**src/rtl/forth_imem_loader_pkg.sv**
```systemverilog
// Shared constants and FSM state type for the instruction-memory boot loader.
// Pure declarations: no latency, no flow control.
package forth_imem_loader_pkg;

    localparam logic [7:0] SYNC_BYTE   = 8'hA5;
    localparam int         INSTR_WIDTH = 16;

    typedef enum logic [2:0] {
        ST_IDLE,
        ST_LEN_LO,
        ST_LEN_HI,
        ST_DATA_LO,
        ST_DATA_HI,
        ST_CSUM
    } load_state_t;

endpackage

```
**src/rtl/forth_gap_timer.sv**
```systemverilog
// Inter-byte gap timer: reloads on every accepted byte; expire is asserted on the last idle clock.
// Combinational expire output; it never stalls anything.
module forth_gap_timer #(
    parameter int TIMEOUT_CYCLES = 1000000
) (
    input  logic clk,
    input  logic reset,
    input  logic load,
    input  logic run,
    output logic expire
);

    localparam int CW = $clog2(TIMEOUT_CYCLES + 1);

    logic [CW-1:0] count;

    always_ff @(posedge clk) begin
        if (reset) begin
            count <= '0;
        end else if (load) begin
            count <= CW'(TIMEOUT_CYCLES);
        end else if (count != '0) begin
            count <= count - 1'b1;
        end
    end

    // A count of 1 with no byte this clock means this is the TIMEOUT_CYCLES-th idle clock.
    assign expire = run && !load && (count == CW'(1));

endmodule

```
**src/rtl/forth_imem_loader.sv**
```systemverilog
// Framed serial image loader: writes words to instruction RAM and holds the core in reset until a good image lands.
// Writes and flags are registered one cycle after the causing byte; rx_ready is always high out of reset.
module forth_imem_loader
    import forth_imem_loader_pkg::*;
#(
    parameter int IADDR_WIDTH    = 10,
    parameter int TIMEOUT_CYCLES = 1000000
) (
    input  logic                   clk,
    input  logic                   reset,
    input  logic [7:0]             rx_data,
    input  logic                   rx_valid,
    output logic                   rx_ready,
    output logic [IADDR_WIDTH-1:0] imem_waddr,
    output logic [INSTR_WIDTH-1:0] imem_wdata,
    output logic                   imem_we,
    output logic                   core_reset,
    output logic                   load_done,
    output logic                   load_err
);

    localparam logic [16:0] MAX_WORDS = 17'(1) << IADDR_WIDTH;

    load_state_t            state, state_n;
    logic [IADDR_WIDTH-1:0] word_addr, word_addr_n;
    logic [15:0]            words_left, words_left_n;
    logic [7:0]             len_lo, len_lo_n;
    logic [7:0]             lo_byte, lo_byte_n;
    logic [7:0]             sum, sum_n;
    logic [IADDR_WIDTH-1:0] imem_waddr_n;
    logic [INSTR_WIDTH-1:0] imem_wdata_n;
    logic                   imem_we_n, core_reset_n, load_done_n, load_err_n;

    logic        take;
    logic        expire;
    logic [7:0]  sum_next;
    logic [15:0] len;

    assign take     = rx_valid && rx_ready;
    assign sum_next = sum + rx_data;
    assign len      = {rx_data, len_lo};

    forth_gap_timer #(
        .TIMEOUT_CYCLES(TIMEOUT_CYCLES)
    ) u_gap_timer (
        .clk   (clk),
        .reset (reset),
        .load  (take),
        .run   (state != ST_IDLE),
        .expire(expire)
    );

    always_ff @(posedge clk) begin
        if (reset) begin
            state      <= ST_IDLE;
            rx_ready   <= 1'b0;
            imem_we    <= 1'b0;
            imem_waddr <= '0;
            imem_wdata <= '0;
            core_reset <= 1'b1;
            load_done  <= 1'b0;
            load_err   <= 1'b0;
            word_addr  <= '0;
            words_left <= '0;
            len_lo     <= '0;
            lo_byte    <= '0;
            sum        <= '0;
        end else begin
            state      <= state_n;
            rx_ready   <= 1'b1;
            imem_we    <= imem_we_n;
            imem_waddr <= imem_waddr_n;
            imem_wdata <= imem_wdata_n;
            core_reset <= core_reset_n;
            load_done  <= load_done_n;
            load_err   <= load_err_n;
            word_addr  <= word_addr_n;
            words_left <= words_left_n;
            len_lo     <= len_lo_n;
            lo_byte    <= lo_byte_n;
            sum        <= sum_n;
        end
    end

    always_comb begin
        state_n      = state;
        imem_we_n    = 1'b0;
        imem_waddr_n = imem_waddr;
        imem_wdata_n = imem_wdata;
        core_reset_n = core_reset;
        load_done_n  = load_done;
        load_err_n   = load_err;
        word_addr_n  = word_addr;
        words_left_n = words_left;
        len_lo_n     = len_lo;
        lo_byte_n    = lo_byte;
        sum_n        = sum;

        if (take) begin
            unique case (state)
                ST_IDLE: begin
                    if (rx_data == SYNC_BYTE) begin
                        state_n      = ST_LEN_LO;
                        load_done_n  = 1'b0;
                        load_err_n   = 1'b0;
                        core_reset_n = 1'b1;
                        sum_n        = '0;
                        word_addr_n  = '0;
                    end
                end
                ST_LEN_LO: begin
                    len_lo_n = rx_data;
                    sum_n    = sum_next;
                    state_n  = ST_LEN_HI;
                end
                ST_LEN_HI: begin
                    sum_n        = sum_next;
                    words_left_n = len;
                    if ({1'b0, len} > MAX_WORDS) begin
                        load_err_n = 1'b1;
                        state_n    = ST_IDLE;
                    end else if (len == 16'd0) begin
                        state_n = ST_CSUM;
                    end else begin
                        state_n = ST_DATA_LO;
                    end
                end
                ST_DATA_LO: begin
                    lo_byte_n = rx_data;
                    sum_n     = sum_next;
                    state_n   = ST_DATA_HI;
                end
                ST_DATA_HI: begin
                    sum_n        = sum_next;
                    imem_we_n    = 1'b1;
                    imem_waddr_n = word_addr;
                    imem_wdata_n = {rx_data, lo_byte};
                    word_addr_n  = word_addr + 1'b1;
                    words_left_n = words_left - 1'b1;
                    state_n      = (words_left == 16'd1) ? ST_CSUM : ST_DATA_LO;
                end
                ST_CSUM: begin
                    if (sum_next == 8'h00) begin
                        load_done_n  = 1'b1;
                        core_reset_n = 1'b0;
                    end else begin
                        load_err_n = 1'b1;
                    end
                    state_n = ST_IDLE;
                end
                default: state_n = ST_IDLE;
            endcase
        end else if (expire) begin
            load_err_n = 1'b1;
            state_n    = ST_IDLE;
        end
    end

endmodule

```
**config.mk**
```make
export PLATFORM = sky130hd
export DESIGN_NAME = forth_imem_loader
export DESIGN_NICKNAME = d
export VERILOG_FILES = /design/src/rtl/forth_imem_loader_pkg.sv /design/src/rtl/forth_gap_timer.sv /design/src/rtl/forth_imem_loader.sv
export SDC_FILE = /design/constraint.sdc
export NUM_CORES = 1
export LEC_CHECK = 0
export BUFFER_PORTS_ARGS = -buffer_cell sky130_fd_sc_hd__buf_4
export CELL_PAD_IN_SITES_DETAIL_PLACEMENT = 1
export CELL_PAD_IN_SITES_GLOBAL_PLACEMENT = 1
export CORE_ASPECT_RATIO = 1.1
export CORE_UTILIZATION = 35
export DETAILED_ROUTE_END_ITERATION = 6
export MAX_ROUTING_LAYER = met4
export PLACE_DENSITY = 0.75
export RECOVER_POWER = 100
export SYNTH_ARGS = -nofsm -noshare
export SYNTH_HDL_FRONTEND = slang
export SYNTH_SLANG_ARGS = --single-unit
```
**constraint.sdc**
```tcl
create_clock -name clk -period 3 [get_ports clk]
set_input_delay 0.3 -clock clk [delete_from_list [all_inputs] [get_ports clk]]
set_output_delay 0.3 -clock clk [all_outputs]
set_load 0.03 [all_outputs]
```
Yosys cells after proc, flatten, opt, wreduce, memory -nomap -nowiden
Index checks and enable logic that the tools add are counted.

Bits of input ports: 11. Output and inout bits: 31. Register bits: 104.

Eq/ne operators: 14. $add $sub $neg: 4. Multiplexer cells: 27. Bitwise logic cells: 1. Reduce and logical (&&, ||, !) cells: 27. Magnitude comparators: 1.

Operator list (count): $mux 20 (2); $pmux 16 s2 (1); $eq 20x1->1 const B (1); $pmux 10 s2 (1); $reduce_bool 20->1 (1); $sub 20x1->20 const B (1); $mux 3 (6); $eq 16x1->1 const B (1); $gt 16x11->1 const B (1); $logic_not 16->1 (1); $pmux 8 s2 (1); $sub 16x1->16 const B (1); $pmux 3 s5 (1); $reduce_bool 2->1 (6); $add 10x1->10 const B (1); $mux 1 (10); $mux 10 (1); $reduce_and 2->1 (5); $ne 3x3->1 const B (3); $add 8x8->8 (1); $eq 8x8->1 const B (1); $logic_not 8->1 (1); $mux 8 (1); $eq 3x2->1 const B (2); other kinds (16) (23).

Depth between registers and ports, before layout
Word-level depth: 6. Gate-level depth with buffers: 8. Gate-level depth less buffers: 8.

By module
A second synthesis with hierarchy kept.

Cell total of the unflattened synthesis: 630. Area total of the unflattened synthesis: 5111.2 sq um.

By module, submodules not included: forth_imem_loader (cells each 509, sequential area each 1681.6 sq um, instances 1, area an instance 4065.1 sq um); forth_gap_timer (cells each 121, sequential area each 400.4 sq um, instances 1, area an instance 1046.0 sq um).

Least setup slack after synthesis
OpenSTA, ideal clock, no wires.

Path kind: input-to-reg. Start: in rx_data[0]. End: reg load_done. Library setup time: 120 ps. Path buffers: 0. Arrival time: 2149 ps. Cell stages on the path: 8. Slack: 731 ps. Required time: 2880 ps. Cell sequence: ha_1 fa_1 a211oi_1 nor4_1 a2111oi_0 and2_1 nand3_1 a211o_1.

Word-level cells in the longest chain between the ends: 4. Elaborated cells between the ends (all ways): 6.

RTL lines: from (decl) (RTL line forth_imem_loader.sv:11) `input logic [7:0] rx_data,`; $add 8x8->8 (RTL line forth_imem_loader.sv:40) `assign sum_next = sum + rx_data;`; $logic_not 8->1 (RTL line forth_imem_loader.sv:143) `if (sum_next == 8'h00) begin`; $ne 2x2->1 (no line); $reduce_and 4->1 (no line) *; to (signal assigned) (RTL line forth_imem_loader.sv:75) `load_done <= load_done_n;`; to (decl) (RTL line forth_imem_loader.sv:18) `output logic load_done,`.

Every way passes the cells marked *; elsewhere a longest branch is shown, timed or not. A chain may end at the register's enable or synchronous reset.

Worst setup path after layout
Start: reg state[2]. End: reg imem_wdata[15].

Word-level cells in the longest chain between the ends: 2.

RTL lines: from (decl) (RTL line forth_imem_loader.sv:24) `load_state_t state, state_n;`; from (signal assigned) (RTL line forth_imem_loader.sv:69) `state <= state_n;`; $eq 3x3->1 (RTL line forth_imem_loader.sv:100) `unique case (state)`; $reduce_and 2->1 (no line); to (signal assigned) (RTL line forth_imem_loader.sv:73) `imem_wdata <= imem_wdata_n;`; to (decl) (RTL line forth_imem_loader.sv:15) `output logic [INSTR_WIDTH-1:0] imem_wdata,`.

No other way between the ends.

==> run_results.csv <==
group,metric,value,unit
timing,fmax,376,MHz
floorplan,start_util,0.358,
timing,hold_violations,0,
synthesis,ys_seq_elements,104,
clock_network,cts-root-buf,"clkbuf_16",
routing,ant_nets,0,
timing,grt_setup_unrepaired,"false",
timing,slew_headroom,0.326,
layout,nets,687,
hold_path,whs_path_depth,3,
pwr,switching_share,0.315,
global_routing,grt_pass1_vias,4788,
clock_network,cts.clk_slew.worst_paths,0.07,ns
synthesis,synth_seq_area_share,0.404,
clock_network,cts_buffers,9,
pwr,leakage,2.00,nW
timing,tightestPinTransition,1.01,ns
layout,n_antenna_cell,0,
routing,avgViaCountPerCell,5.43,
routing,highest_layer,"met4",
status,status,"completed",
layout,syn_to_final_growth,12.0,%
pwr,power_frac_comb,0.227,
pwr,powerDensity,658,nW/um^2
hold_path,hold-path-endpoint,"imem_wdata[13]",
floorplan,dieArea,15200,sq um
placement,dp_slack,0.326,ns
routing,route.met2.wl,7130,um
synthesis,synth_most_common_cell,"dfxtp_1",
placement,io_buffers,41,
placement,dpl.hpwl,10200,um
routing,routedWlPerCell,16.8,um
routing,drt_pass1_iterations,6,
routing,num_vias,4669,
synthesis,synth.distinct_cells,66,
critical_path,path_max_fanout,18,
clock_network,postCtsHoldBufs,0,
layout,post-route-cell-area,5770,sq um
critical_path,worstReg2RegStart,"state[2]",
critical_path,rrSetupSlack,0.34,ns
flow_run,maxCapViolCount,0,
global_routing,grt_max_degree,46,
floorplan,die_w,118,um
pwr,clkPwrFrac,0.342,
critical_path,timing.rr.end,"imem_wdata[15]",
clock_network,clock-sinks,104,
floorplan,num_io_pins,42,
hold_path,worstHoldStart,"rx_data[5]",
timing,setup_viol,0,
pwr,peakVddDrop,300,uV
floorplan,die_y,129,um
routing,wl_met3,403,um
floorplan,core,14400,sq um
pwr,netSwitchingPower,1.20,mW
synthesis,synth_top_cell_area_share,0.404,
timing,worst_slack,0.342,ns
synthesis,synth_cells,637,
routing,drc_errors,0,
floorplan,placementRows,46,
critical_path,crit_required,3.28,ns
synthesis,syn-cell-area,5150,sq um
pwr,finalPower,3.80,mW
hold_path,hold_path.class,"in2reg",
global_routing,grt_overflow,0,
synthesis,ys.flop_type,"dfxtp_1",
clock_network,htreeDepth,3,
layout,drive_above_1_share,0.0599,
clock_network,cts_resized,0,
timing,min_period,2.66,ns
synthesis,synthesis.nets,661,
pwr,p_int,2.60,mW
clock_network,clk_path_buf_depth,2,
critical_path,start_kind,"flop",
timing,post-route-period-util,0.886,
synthesis,synth_top_cell_by_area,"dfxtp_1",
synthesis,ys.warnings.count,0,
layout,fillers,1781,
synthesis,ys_top_cells_by_area,"dfxtp_1, nand2_1, a21oi_1, nor2_1, mux2i_1",
critical_path,path_class,"reg2reg",
timing,fin_setup_tns,0,ns
critical_path,worst_ep_arrival_time,2.94,ns
routing,met1_length,6640,um
clock_network,cts_setup_buffers,0,
timing,clock-skew-final,0.00345,ns
global_routing,antenna_found_initial,0,
synthesis,synthTopCellsByCount,"dfxtp_1, nand2_1, nor2_1, a21oi_1, o21ai_0",
pwr,power_frac_seq,0.432,
critical_path,crit_path_end_kind,"flop",
routing,drt-initial-drc-count,190,
timing,drv_slew,0,
clock_network,cts_tree,"built",
routing,drt_wl_total,14400,um
synthesis,synth-edff-count,0,
synthesis,avgSynthCellArea,8.09,sq um
clock_network,insertion_delay,0.36,ns
critical_path,rr_worst_depth,5,
global_routing,grt_usage,0.198,
global_routing,grt_pass1_wl,23400,um
synthesis,async_flop_share,0,
placement,placed_cell_area,5620,sq um
placement,place_congestion,0.839,
==> worst max-delay path by stage <==
stage / from / slack, ns / cells past startpoint / endpoint
2_1_floorplan: rx_data[0] / 0.73 / 8 / load_done
3_3_place_gp: rx_data[0] / 0.39 / 9 / load_done
3_5_place_dp: rx_data[0] / 0.33 / 9 / load_done
4_1_cts: sum[0] / 0.51 / 8 / load_done
5_1_grt: state[2] / 0.17 / 5 / imem_wdata[7]
6_report: state[2] / 0.34 / 5 / imem_wdata[15]
==> area by class of cell <==
| class | count | area (sq um) | area share |
|---|---|---|---|
| inverter | 11 | 41.3 | 0.00715 |
| tap | 192 | 240 | 0.0416 |
| clock inverter | 6 | 90.1 | 0.0156 |
| multi-input combinational | 487 | 2840 | 0.492 |
| clock buffer | 10 | 239 | 0.0414 |
| sequential | 104 | 2080 | 0.361 |
| timing repair buffer | 50 | 243 | 0.0420 |
==> cells by family (layout without fill, tap and decap cells) <==
| group | Yosys count | after routing | share of synthesized area |
|---|---|---|---|
| AND/OR/NAND/NOR | 273 | 273 | 0.256 |
| flip-flops | 104 | 104 | 0.404 |
| XOR/XNOR | 25 | 25 | 0.0425 |
| multiplexers | 16 | 16 | 0.0311 |
| buffers and inverters | 46 | 77 | 0.0383 |
| AO/OA/AOI/OAI | 160 | 160 | 0.195 |
| adder cells (fa/ha/maj) | 13 | 13 | 0.0330 |
==> state kept, by name, indices dropped and copies added (netlist names), 3 cells and up <==
signal,count
imem_waddr,10
u_gap_timer.count,20
state,3
lo_byte,8
words_left,16
word_addr,10
imem_wdata,16
sum,8
len_lo,8
==> per-stage QoR <==
| step | util | hold WS (ns) | instances |
|---|---|---|---|
| floorplan | - | 0.431 | 637 |
| global placement | 0.391 | 0.444 | 844 |
| detailed placement | 0.391 | 0.451 | 844 |
| CTS | 0.413 | 0.244 | 860 |
| global route | 0.401 | 0.261 | 860 |
| finish | 0.401 | 0.248 | 860 |
==> power by group through the flow <==
stage / clock (mW) / combinational, mW / sequential (mW)
after global placement: 0 / 0.844 / 1.66
after CTS: 1.33 / 0.906 / 1.64
final: 1.30 / 0.861 / 1.64
after global routing: 1.38 / 0.974 / 1.65
after detailed placement: 0 / 0.886 / 1.67
after floorplan: 0 / 0.705 / 1.63
==> cells in the final DEF (no fill, tap or decap), types with 11 or more instances in the layout <==
cell        n
dfxtp_1   104
nand2_1    93
nor2_1     87
a21oi_1    68
clkbuf_1   34
o21ai_0    26
nor3_1     17
mux2i_1    16
xor2_1     14
nand3_1    14
buf_4      14
a31oi_1    12
ha_1       12
xnor2_1    11
==> layer usage <==
metal,global-route usage,vias to the layer above
met1,0.233,2288
met4,0.0716,0
met2,0.337,60
met3,0.0361,22
li1,-,2299
met5,-,-
==> critical path, stage by stage (launching register included) <==
cell and delay [ns]:
dfxtp_1 0.65, or3b_1 0.69, nor2_2 0.66, clkbuf_2 0.36, nand2_1 0.08, a21oi_1 0.14
Power figures use the tool's default switching activity.
